===== src/rtl/pll_ctrl_pkg.sv =====
// ============================================================================
// Module      : pll_ctrl_pkg
// Description : Shared types and constants for the ECP5 PLL phase controller.
// Revision    : 1.0 - initial release
// ============================================================================
`default_nettype none

package pll_ctrl_pkg;

    typedef enum logic [2:0] {
        IDLE   = 3'd0,
        SETUP  = 3'd1,
        PULSE  = 3'd2,
        GAP    = 3'd3,
        DONE   = 3'd4,
        RELOCK = 3'd5
    } pll_state_t;

    // EHXPLLL PHASESEL encoding is not in channel order
    localparam logic [1:0] SEL_CLKOP  = 2'b11;
    localparam logic [1:0] SEL_CLKOS  = 2'b00;
    localparam logic [1:0] SEL_CLKOS2 = 2'b01;
    localparam logic [1:0] SEL_CLKOS3 = 2'b10;

    localparam int DEF_NUM_CH    = 4;
    localparam int DEF_STEP_W    = 8;
    localparam int DEF_SETUP_CYC = 4;
    localparam int DEF_PULSE_CYC = 4;
    localparam int DEF_GAP_CYC   = 8;
    localparam int DEF_LOCK_CYC  = 1024;
    localparam int DEF_CNT_W     = 16;
    localparam int DEF_RST_CYC   = 64;

    function automatic logic [1:0] chan_to_sel(input logic [1:0] chan);
        case (chan)
            2'd0:    return SEL_CLKOP;
            2'd1:    return SEL_CLKOS;
            2'd2:    return SEL_CLKOS2;
            default: return SEL_CLKOS3;
        endcase
    endfunction

endpackage

`default_nettype wire


===== src/rtl/pll_lock_filter.sv =====
// ============================================================================
// Module      : pll_lock_filter
// Description : Synchronises raw PLL LOCK and qualifies it into a ready flag.
// Revision    : 1.0 - initial release
// ============================================================================
`default_nettype none

module pll_lock_filter #(
    parameter int LOCK_CYC = 1024,
    parameter int CNT_W    = 16
) (
    input  logic clock,
    input  logic reset_n,
    input  logic pll_lock,
    output logic lock_s,
    output logic pll_ready
);

    localparam logic [CNT_W-1:0] LOCK_MAX = CNT_W'(LOCK_CYC);

    logic             sync_meta;
    logic             sync_q;
    logic [CNT_W-1:0] lock_cnt;

    always_ff @(posedge clock or negedge reset_n) begin
        if (!reset_n) begin
            sync_meta <= 1'b0;
            sync_q    <= 1'b0;
            lock_cnt  <= '0;
        end else begin
            sync_meta <= pll_lock;
            sync_q    <= sync_meta;
            if (!sync_q)
                lock_cnt <= '0;
            else if (lock_cnt != LOCK_MAX)
                lock_cnt <= lock_cnt + 1'b1;
        end
    end

    // Gating with sync_q drops ready in the same cycle the lock goes away
    assign lock_s    = sync_q;
    assign pll_ready = sync_q && (lock_cnt == LOCK_MAX);

endmodule

`default_nettype wire


===== src/rtl/pll_phase_ctrl.sv =====
// ============================================================================
// Module      : pll_phase_ctrl
// Description : EHXPLLL dynamic phase-shift sequencer and lock supervisor.
//               Optional auto-relock enabled by `define PLL_AUTORELOCK_EN.
// Revision    : 1.0 - initial release
// ============================================================================
`default_nettype none

module pll_phase_ctrl
    import pll_ctrl_pkg::*;
#(
    parameter int NUM_CH    = DEF_NUM_CH,
    parameter int STEP_W    = DEF_STEP_W,
    parameter int SETUP_CYC = DEF_SETUP_CYC,
    parameter int PULSE_CYC = DEF_PULSE_CYC,
    parameter int GAP_CYC   = DEF_GAP_CYC,
    parameter int LOCK_CYC  = DEF_LOCK_CYC,
    parameter int CNT_W     = DEF_CNT_W,
    parameter int RST_CYC   = DEF_RST_CYC
) (
    input  logic              clock,
    input  logic              reset_n,
    input  logic              pll_lock,
    input  logic              req_valid,
    output logic              req_ready,
    input  logic [1:0]        req_chan,
    input  logic              req_dir,
    input  logic [STEP_W-1:0] req_steps,
    output logic              req_err,
    output logic              done,
    output logic              pll_ready,
    output logic              lock_lost,
    output logic [1:0]        phasesel,
    output logic              phasedir,
    output logic              phasestep,
    output logic              phaseloadreg,
    output logic              pll_rst
);

    localparam logic [CNT_W-1:0] SETUP_LAST = CNT_W'(SETUP_CYC - 1);
    localparam logic [CNT_W-1:0] PULSE_LAST = CNT_W'(PULSE_CYC - 1);
    localparam logic [CNT_W-1:0] GAP_LAST   = CNT_W'(GAP_CYC - 1);
    localparam logic [CNT_W-1:0] RST_LAST   = CNT_W'(RST_CYC - 1);

    pll_state_t        state;
    pll_state_t        next_state;
    logic [CNT_W-1:0]  timer;
    logic [STEP_W-1:0] steps_left;
    logic              lock_s;
    logic              ready_q;
    logic              accept;
    logic              reject;
    logic              chan_ok;
    logic              relock_go;

    pll_lock_filter #(
        .LOCK_CYC (LOCK_CYC),
        .CNT_W    (CNT_W)
    ) u_lock_filter (
        .clock     (clock),
        .reset_n   (reset_n),
        .pll_lock  (pll_lock),
        .lock_s    (lock_s),
        .pll_ready (pll_ready)
    );

    assign chan_ok      = ({1'b0, req_chan} < 3'(NUM_CH));
    assign req_ready    = (state == IDLE) && pll_ready;
    assign phaseloadreg = 1'b1;

    always_comb begin
        next_state = state;
        accept     = 1'b0;
        reject     = 1'b0;
        case (state)
            IDLE: begin
                if (req_valid) begin
                    if (pll_ready && chan_ok) begin
                        accept     = 1'b1;
                        next_state = (req_steps == '0) ? DONE : SETUP;
                    end else begin
                        reject = 1'b1;
                    end
                end
                if (relock_go)
                    next_state = RELOCK;
            end
            SETUP: begin
                if (!pll_ready)
                    next_state = IDLE;
                else if (timer == SETUP_LAST)
                    next_state = PULSE;
            end
            PULSE: begin
                if (!pll_ready)
                    next_state = IDLE;
                else if (timer == PULSE_LAST)
                    next_state = GAP;
            end
            GAP: begin
                if (!pll_ready)
                    next_state = IDLE;
                else if (timer == GAP_LAST)
                    next_state = (steps_left == STEP_W'(1)) ? DONE : PULSE;
            end
            DONE: next_state = IDLE;
            RELOCK: begin
`ifdef PLL_AUTORELOCK_EN
                reject = req_valid;
`endif
                if (timer == RST_LAST)
                    next_state = IDLE;
            end
            default: next_state = IDLE;
        endcase
    end

    always_ff @(posedge clock or negedge reset_n) begin
        if (!reset_n) begin
            state      <= IDLE;
            timer      <= '0;
            steps_left <= '0;
            phasesel   <= 2'b00;
            phasedir   <= 1'b1;
            phasestep  <= 1'b1;
            done       <= 1'b0;
            req_err    <= 1'b0;
            lock_lost  <= 1'b0;
            ready_q    <= 1'b0;
        end else begin
            state <= next_state;
            timer <= (next_state != state || state == IDLE) ? '0 : timer + 1'b1;
            if (accept)
                steps_left <= req_steps;
            else if (state == GAP && timer == GAP_LAST)
                steps_left <= steps_left - 1'b1;
            if (accept && req_steps != '0) begin
                phasesel <= chan_to_sel(req_chan);
                phasedir <= req_dir;
            end
            phasestep <= (next_state != PULSE);
            done      <= (state == DONE);
            req_err   <= reject;
            ready_q   <= pll_ready;
            // Once saturated, ready can only fall through lock_s dropping
            if (ready_q && !lock_s)
                lock_lost <= 1'b1;
            else if (accept)
                lock_lost <= 1'b0;
        end
    end

`ifdef PLL_AUTORELOCK_EN
    localparam logic [CNT_W-1:0] LOCK_MAX = CNT_W'(LOCK_CYC);

    logic             armed;
    logic [CNT_W-1:0] loss_cnt;
    logic             pll_rst_q;

    always_ff @(posedge clock or negedge reset_n) begin
        if (!reset_n) begin
            armed     <= 1'b0;
            loss_cnt  <= '0;
            pll_rst_q <= 1'b0;
        end else begin
            if (state == RELOCK)
                armed <= 1'b0;
            else if (pll_ready)
                armed <= 1'b1;
            if (lock_s || !armed)
                loss_cnt <= '0;
            else if (loss_cnt != LOCK_MAX)
                loss_cnt <= loss_cnt + 1'b1;
            pll_rst_q <= (next_state == RELOCK);
        end
    end

    assign relock_go = armed && (loss_cnt == LOCK_MAX);
    assign pll_rst   = pll_rst_q;
`else
    assign relock_go = 1'b0;
    assign pll_rst   = 1'b0;
`endif

endmodule

`default_nettype wire

===== config.mk =====
export PLATFORM = sky130hd
export DESIGN_NAME = pll_phase_ctrl
export DESIGN_NICKNAME = d
export VERILOG_FILES = /design/src/rtl/pll_ctrl_pkg.sv /design/src/rtl/pll_lock_filter.sv /design/src/rtl/pll_phase_ctrl.sv
export SDC_FILE = /design/constraint.sdc
export NUM_CORES = 1
export LEC_CHECK = 0
export BUFFER_PORTS_ARGS = -buffer_cell sky130_fd_sc_hd__buf_2
export CAP_MARGIN = 15
export CELL_PAD_IN_SITES_DETAIL_PLACEMENT = 1
export CELL_PAD_IN_SITES_GLOBAL_PLACEMENT = 1
export CORE_AREA = 2 2 83 85
export CTS_BUF_LIST = sky130_fd_sc_hd__clkbuf_4
export DETAILED_ROUTE_END_ITERATION = 10
export DIE_AREA = 0 0 85 87
export GPL_TIMING_DRIVEN = 0
export PLACE_DENSITY = 0.77
export RECOVER_POWER = 25
export SYNTH_ARGS = -nofsm -noshare
export SYNTH_HDL_FRONTEND = slang
export SYNTH_SLANG_ARGS = --single-unit

===== constraint.sdc =====
create_clock -name clock -period 4 [get_ports clock]
set_input_delay 0 -clock clock [delete_from_list [all_inputs] [get_ports clock]]
set_output_delay 0 -clock clock [all_outputs]
set_load 0.01 [all_outputs]

Word-level counts from Yosys, hierarchy flattened. Index checks and enable logic that the tools add are counted.

Output and inout port bits: 11. Register bits after elaboration: 53.

Equality and inequality tests: 16. Add/subtract/negate cells: 3. Reductions and logical operators: 13. Multiplexer cells: 26.

Operator list (count): 16-bit two-way mux (3); 3-bit two-way mux (11); 16-bit by 1-bit adder with 16-bit output, second input constant (2); 16-bit by 11-bit equality test with 1-bit output, second input constant (1); 16-bit by 2-bit equality test with 1-bit output, second input constant (1); 16-bit by 3-bit equality test with 1-bit output, second input constant (1); 16-bit by 6-bit equality test with 1-bit output, second input constant (1); 8-bit two-way mux (2); 16-bit by 11-bit != test with 1-bit output, second input constant (1); 3-bit case mux with 5 select lines (1); 8-bit by 1-bit equality test with 1-bit output, second input constant (1); 8-bit logical NOT (1); 1-bit two-way mux (8); 8-bit nonzero test (1); 8-bit by 1-bit subtractor with 8-bit output, second input constant (1); 3-bit by 2-bit equality test with 1-bit output, second input constant (2); 3-bit equality test, second input constant (2); 2-bit case mux with 3 select lines (1); 1-bit logical AND (5); 2-bit nonzero test (2); 3-bit by 1-bit equality test with 1-bit output, second input constant (1); 3-bit logical NOT (1); 3-bit by 2-bit != test with 1-bit output, second input constant (1); 3-bit != test (1); 6 further kinds (6).

Longest topological paths before layout. Gate-level depths: netlist (run 1).

Word-level depth: 8. Depth in mapped cells: 10.

By module. Synthesis (run 1) repeated with hierarchy kept, for this count alone.

Cell total of the unflattened synthesis: 290. Area total of the unflattened synthesis: 2811.4 sq um.

Modules (own cells, without submodules): pll_phase_ctrl (times used 1, cells an instance 201, area an instance 1924.3 sq um); pll_lock_filter (times used 1, cells an instance 89, area an instance 887.1 sq um).

Least setup slack after synthesis (run 1). Ideal clock, no wire load.

Path type: reg2reg. Start point: register state[0]. End point: register timer[10]. Data required time: 3.869 ns. Slack: 1.740 ns. Setup time: 0.131 ns. Arrival: 2.130 ns. Stages on the path, launching flop included: 8. Cell sequence: dfrtp_1 or4b_4 or4_4 buf_6 and2_4 o2111ai_4 buf_8 a211oi_2.

Cells in the longest elaborated chain, start to end: 6. Elaborated cells between the ends (all ways): 18. Those cells by class: 5 x eq/ne; 11 x mux; 2 x reduce/logical.

Ends and longest elaborated chain: from (decl) (line pll_phase_ctrl.sv:45) `pll_state_t state;`; from (signal assigned) (line pll_phase_ctrl.sv:131) `state <= next_state;`; 3-bit two-way mux (on tied branches) (2 in series); 3-bit case mux with 5 select lines (line pll_phase_ctrl.sv:75) `case (state)`; 3-bit != test (line pll_phase_ctrl.sv:132) `timer <= (next_state != state || state == IDLE) ? '0 : timer + 1'b1;`; 1-bit logical OR * (line pll_phase_ctrl.sv:132); 16-bit two-way mux * (line pll_phase_ctrl.sv:132); to (signal assigned) (line pll_phase_ctrl.sv:132); to (decl) (line pll_phase_ctrl.sv:47) `logic [CNT_W-1:0] timer;`.

Mark *: on every way between the ends. The rest lies on a longest branch, timed or not. A chain may end at the register's enable or synchronous reset.

Worst setup path in the final report (run 1).
Start point: register timer[0]. End point: register timer[5].

Cells in the longest elaborated chain, start to end: 7. Elaborated cells between the ends (all ways): 15. Those cells by class: 1 x add/sub; 4 x eq/ne; 9 x mux; 1 x reduce/logical.

Ends and longest elaborated chain (line): 16-bit by 3-bit equality test with 1-bit output / 16-bit by 2-bit equality test with 1-bit output (equally long branches) (pll_phase_ctrl.sv:103, pll_phase_ctrl.sv:91, pll_phase_ctrl.sv:97); 3-bit two-way mux (on tied branches) (pll_phase_ctrl.sv:103, pll_phase_ctrl.sv:91, pll_phase_ctrl.sv:97); 3-bit two-way mux (on tied branches) (pll_phase_ctrl.sv:101, pll_phase_ctrl.sv:89, pll_phase_ctrl.sv:95); 3-bit case mux with 5 select lines (pll_phase_ctrl.sv:75); 3-bit != test (pll_phase_ctrl.sv:132); 1-bit logical OR (pll_phase_ctrl.sv:132); 16-bit two-way mux * (pll_phase_ctrl.sv:132).

Marks and branches as above.

==> results of run 1 <==
## how the worst max path moves through the flow
stage	slack, ns	cells past startpoint	to
3_5_place_dp	1.25	8	timer[5]
3_3_place_gp	1.29	8	timer[5]
6_report	1.23	8	timer[5]
4_1_cts	1.19	8	timer[5]
2_1_floorplan	1.74	7	timer[10]
5_1_grt	0.83	3	timer[5]
## flip-flops by register name, summed over array words and instances (netlist names), 2 cells and up
signal	count
timer	16
u_lock_filter.lock_cnt	16
steps_left	8
state	3
phasesel	2
## worst max-delay path, stage by stage, from the launching register on
cell and delay [ns]:
dfrtp_1 0.47, ha_1 0.22, nor4b_1 0.57, nand2_1 0.15
or4_1 0.42, a2bb2oi_1 0.16, nand2_1 0.21, buf_2 0.35
a211oi_1 0.10
## power breakdown
group	internal [uW]	switching, uW	leakage (uW)	total, uW
Combinational	24.5	29.1	0.000668	53.6
Sequential	544	6.74	0.000664	550
Clock	194	179	0.0000552	373
Total	762	215	0.00139	977
## Yosys cell counts, drive strengths merged
master   instances  area (um2)
nand3           13        65.1
a211oi          15         158
nor2b            2        12.5
buf              7        62.6
nor2            25        93.8
a2bb2oi          1        8.76
and4             1        8.76
inv             14        52.6
and3             4        25.0
a31oi            1        6.26
a21oi           10        53.8
xnor2           16         140
or3              5        31.3
nand3b           1        7.51
nor3b            3        22.5
or4              5        41.3
nand2b           4        25.0
nor4             8        50.1
ha               8         100
dfrtp           51        1280
a22o             1        8.76
o2111ai          1        26.3
xor2            10        87.6
and2             6        41.3
o211ai           4        30.0
clkbuf           5        18.8
o31ai            1        7.51
nand4           10        62.6
or4b             1        13.8
nand2           27         104
dfstp            2        52.6
mux2             1        11.3
nor4b            4        41.3
conb             2        7.51
o311ai           2        17.5
o21ai           15        82.6
or2              2        12.5
nor4bb           2        20.0
o21a             1        7.51
nor3             8        40.0
## cells by family after synthesis
logic type      after synthesis  synth area share [%]
fa+ha+maj                     8                  3.41
simple gates                131                  24.5
buf+inv                      26                  4.56
flops                        53                  45.3
compound gates               52                  13.9
other cells                   2                 0.256
xor+xnor                     26                  7.76
mux                           1                 0.384
## routing by layer
layer	GRT usage [%]	share of wire, %	vias to the layer above
met2	35.5	50	32
met4	6.49	1.2	0
met5	0	0	-
met3	3.03	3.0	7
met1	26.9	45	1201
li1	-	-	1145
## through the flow
| step | std cells | util [%] | setup WS [ns] | power (uW) | cell area, um2 |
|---|---|---|---|---|---|
| final | 423 | 51.4 | 1.23 | 977 | 3370 |
| after global routing | 423 | 51.4 | 0.833 | 1010 | 3370 |
| after CTS | 423 | 51.6 | 1.19 | 989 | 3390 |
| after floorplan | 299 | - | 1.74 | 578 | 2930 |
| after global placement | 402 | 47.9 | 1.29 | 603 | 3150 |
| after detailed placement | 403 | 48.2 | 1.25 | 608 | 3170 |
## final cells by class
class / instances / area [um2] / share of cell area, %
Clock buffer: 5 / 37.5 / 1.11
Tap cell: 80 / 100 / 2.97
Inverter: 14 / 52.6 / 1.56
Sequential cell: 53 / 1330 / 39.4
Timing Repair Buffer: 36 / 238 / 7.04
Buffer: 12 / 81.3 / 2.41
Multi-Input combinational cell: 220 / 1470 / 43.6
Clock inverter: 3 / 65.1 / 1.93
## timing repair
item	CTS	global route
hold endpoints to repair	62	0
buffers inserted	0	0
hold buffers	12	0
==> flow_summary.ini, run 1 <==
[run_status]
outcome = finished with violations
violations = max-capacitance violations, max-slew violations

[sta]
tightest_slew_ns = 1.82
period_share_pct = 69.4
max_freq_mhz = 360
slew_viol_final = 34
rsz0062_at_grt = no
clock_skew_ns = 0.0121
hold_viol = 0
hold-worst-slack_ns = 0.00302
period_needed_ns = 2.77
tns_ns = 0
setup_viol = 0
slew_headroom_pct = -21.3

[final_layout]
layout_commonest_cell = dfrtp_1
final_cell_mix = 51 x dfrtp_1, 26 x nand2_1, 25 x nor2_1, 24 x buf_2, 16 x xnor2_1
diodes = 0
syn2layout_area_growth_pct = 15.0
finalNetCount = 365
fillers = 760
drive_gt1_share_pct = 17.5

[worst_setup_path]
regToRegSetupSlack_ns = 1.23
arrival_ns = 3.03
rr_endpoint = timer[5]
timing.rr.start = timer[0]
setup.worst_path.class = flop to flop
end_kind = flop
startpoint_type = flop
reg2reg_depth = 8
cp_max_fo = 10
setup.worst_path.start = timer[0]
required_ns = 4.25

[die]
rows = 30
die_h_um = 87
core_um2 = 6570
die_area_um2 = 7400
die_w_um = 85
io_pins = 26
start_util_pct = 44.7

[min_path]
worstHoldStart = req_chan[1]
hold_path_end = phasesel[1]
hp-class = primary input to flop
min_path_cells = 4

[placed_design]
hpwl_um = 5140
place.gp.congestion = 0.798
portBuffers = 23

[detailed_routing]
post_drt_via_cell_ratio = 5.64
drt_pass1_iterations = 4
final_antenna_net_count = 0
wl_per_cell_um = 16.7
drtIter0Drc = 85
vias = 2385
routed_wirelength_um = 7060
drc = 0

[global_route]
grt_max_degree = 34
grt-ovfl-total = 0
grt_pass1_wl_um = 12200
grt_use_total_pct = 20.6
grt_pass1_vias = 2505
antenna_found_initial = 0

[clocking]
path_clk_slew_ns = 0.16
root_buffer = clkbuf_4
clock_sinks = 53
cts_made_buffers = 5
cts_resized = 0
cts_tree = yes
htree_levels = 2
insertion_delay_ns = 0.38
max-clock-path-buffers = 2

[synth]
synth.distinct_cells = 53
syn_area_um2 = 2930
syn_area_per_cell_um2 = 9.81
synth-seq-cells = 53
seq_area_frac_synth_pct = 45.3
synthCells = 299
synth_warnings = 0
postSynthNetCount = 322

[power]
p_per_area_nw_per_um2 = 290
vdd_drop_max_mv = 0.151
leakage_uw = 0.00139

[flow_run]
cap_violations = 1
Note: power is estimated with default switching activity, not from simulation.
==> run 2: changes to the inputs <==
clock period = 2.7 ns   (was 4 ns; I/O delays follow)
==> run 2 against run 1 <==
The run now ends clean; final area is 2.0% higher; die area stayed put; clock skew is 0.0054 ns higher; final cell count is 1.2% higher; setup slack worse by 1.0 ns; flip-flop and latch count stayed put; global-route usage hardly changed; non-clock buffer count is 5 higher; critical endpoint unchanged.
==> flow_summary.ini, run 2 (synthesized netlist as in run 1, its figures left out) <==
[detailed_routing]
post_drt_via_cell_ratio = 5.60
drt_pass1_iterations = 4
final_antenna_net_count = 0
drc = 0
wl_per_cell_um = 16.7
routed_wirelength_um = 7160
drtIter0Drc = 105
vias = 2397

[clocking]
root_buffer = clkbuf_4
clock_sinks = 53
cts_tree = yes
cts_made_buffers = 5
max-clock-path-buffers = 2
htree_levels = 2
path_clk_slew_ns = 0.16
insertion_delay_ns = 0.39

[die]
rows = 30
io_pins = 26
die_h_um = 87
start_util_pct = 44.7
die_w_um = 85
core_um2 = 6570
die_area_um2 = 7400

[worst_setup_path]
regToRegSetupSlack_ns = 0.20
max_stage_delay_ns = 0.46
reg2reg_depth = 9
required_ns = 2.99
startpoint_type = flop
endpoint = timer[5]
setup.worst_path.start = u_lock_filter.lock_cnt[0]
arrival_ns = 2.79
setup.worst_path.class = flop to flop
timing.rr.start = u_lock_filter.lock_cnt[0]
end_kind = flop
rr_endpoint = timer[5]
cp_max_fo = 10
cpMaxStageDelayCell = dfrtp_1
path_cells = inv_1 -> ha_1 -> nor4b_1 -> nand4_1 -> or2_1 -> o21ai_1 -> nand2_1 -> clkbuf_4 -> a211oi_1

[placed_design]
place_area_um2 = 3170
portBuffers = 23
post-place-ws_ns = -0.0524
place.gp.congestion = 0.798
hpwl_um = 5140

[global_route]
grt_use_total_pct = 20.6
grt_max_degree = 34
grt_pass1_wl_um = 12100
grt-ovfl-total = 0
antenna_found_initial = 0
grt_pass1_vias = 2502

[min_path]
hp-class = primary input to flop
worstHoldStart = req_chan[1]

[run_status]
outcome = completed

[flow_run]
cap_violations = 0

[final_layout]
finalNetCount = 370
layout_commonest_cell = dfrtp_1
diodes = 0
syn2layout_area_growth_pct = 17.4
reg_top3 = timer x16, u_lock_filter.lock_cnt x16, steps_left x8
finalInstanceArea_um2 = 3440
fin_util_pct = 52.4
drive_gt1_share_pct = 19.8
fillers = 752
final_cell_mix = 51 x dfrtp_1, 26 x nand2_1, 25 x nor2_1, 23 x buf_2, 16 x xnor2_1

[power]
vdd_drop_max_mv = 0.222
leakage_uw = 0.00141
p_per_area_nw_per_um2 = 421

[sta]
period_needed_ns = 2.50
clock_skew_ns = 0.0175
slew_viol_final = 0
period_share_pct = 92.8
tightest_slew_ns = 1.15
hold_viol = 0
max_freq_mhz = 399
layout_setup_ws_ns = 0.195
slew_headroom_pct = 23.0
setup_viol = 0
run 2: cell count changes in the layout (fill, tap and decap cells not counted):
cell / change
clkbuf_1: -1
clkbuf_2: +1
nor4_2: +2
buf_2: -1
nor4b_4: +1
clkbuf_4: +1
nor4b_1: -1
buf_4: +5
nor4_1: -2
run 2: worst max-delay path, delay by kind of cell (launching register included):
| kind | cells | cell delay, ns |
|---|---|---|
| and+or+nand+nor | 4 | 0.98 |
| DFF | 1 | 0.46 |
| adders and majority gates | 1 | 0.17 |
| buffers and inverters | 2 | 0.36 |
| AOI/OAI and AO/OA | 2 | 0.45 |
run 2: per-layer routing:
layer / global-route usage (%) / routed length (um)
met2: 35.5 / 3590
met5: 0 / 0
met4: 6.49 / 87
met1: 26.7 / 3310
met3: 3.03 / 170
run 2: stage by stage:
step	instances	total power, uW	TNS [ns]	hold WS, ns
after floorplan	299	856	0	-0.296
after global placement	402	893	-0.0105	0.108
after detailed placement	403	901	-0.169	0.000980
after CTS	423	1470	0	0.00849
after global routing	428	1490	-0.0219	0.0454
final	428	1450	0	0.00227
run 2: cell type report:
cell class	count	area, um2	area share (%)
clock buffer	5	37.5	1.09
inverter	14	52.6	1.53
multi-input combinational	220	1500	43.5
timing repair buffer	41	277	8.03
buffer	12	83.8	2.43
clock inverter	3	65.1	1.89
tap	80	100	2.91
sequential	53	1330	38.6
run 2: power by group:
part	internal, uW	total, uW	switching, uW
logic	36.4	80.1	43.7
registers	805	815	9.93
clock network	287	553	266
total	1130	1450	320
run 2: worst min path at each step:
stage,slack [ns],cells past startpoint,to
final,0.002,4,phasesel[1]
after global routing,0.05,4,phasesel[1]
after CTS,0.008,4,phasesel[1]
after detailed placement,0.001,1,u_lock_filter.lock_cnt[7]
after global placement,0.11,1,u_lock_filter.sync_meta
after floorplan,-0.30,0,done
run 2: timing repair:
| action | 4_1_cts | 5_1_grt |
|---|---|---|
| gates resized for setup | 1 | 4 |
| hold endpoints to repair | 62 | 0 |
| buffers inserted | 0 | 5 |
| endpoints found under the setup margin | 10 | 10 |
| hold buffers | 12 | 0 |
| pin swaps | 0 | 1 |
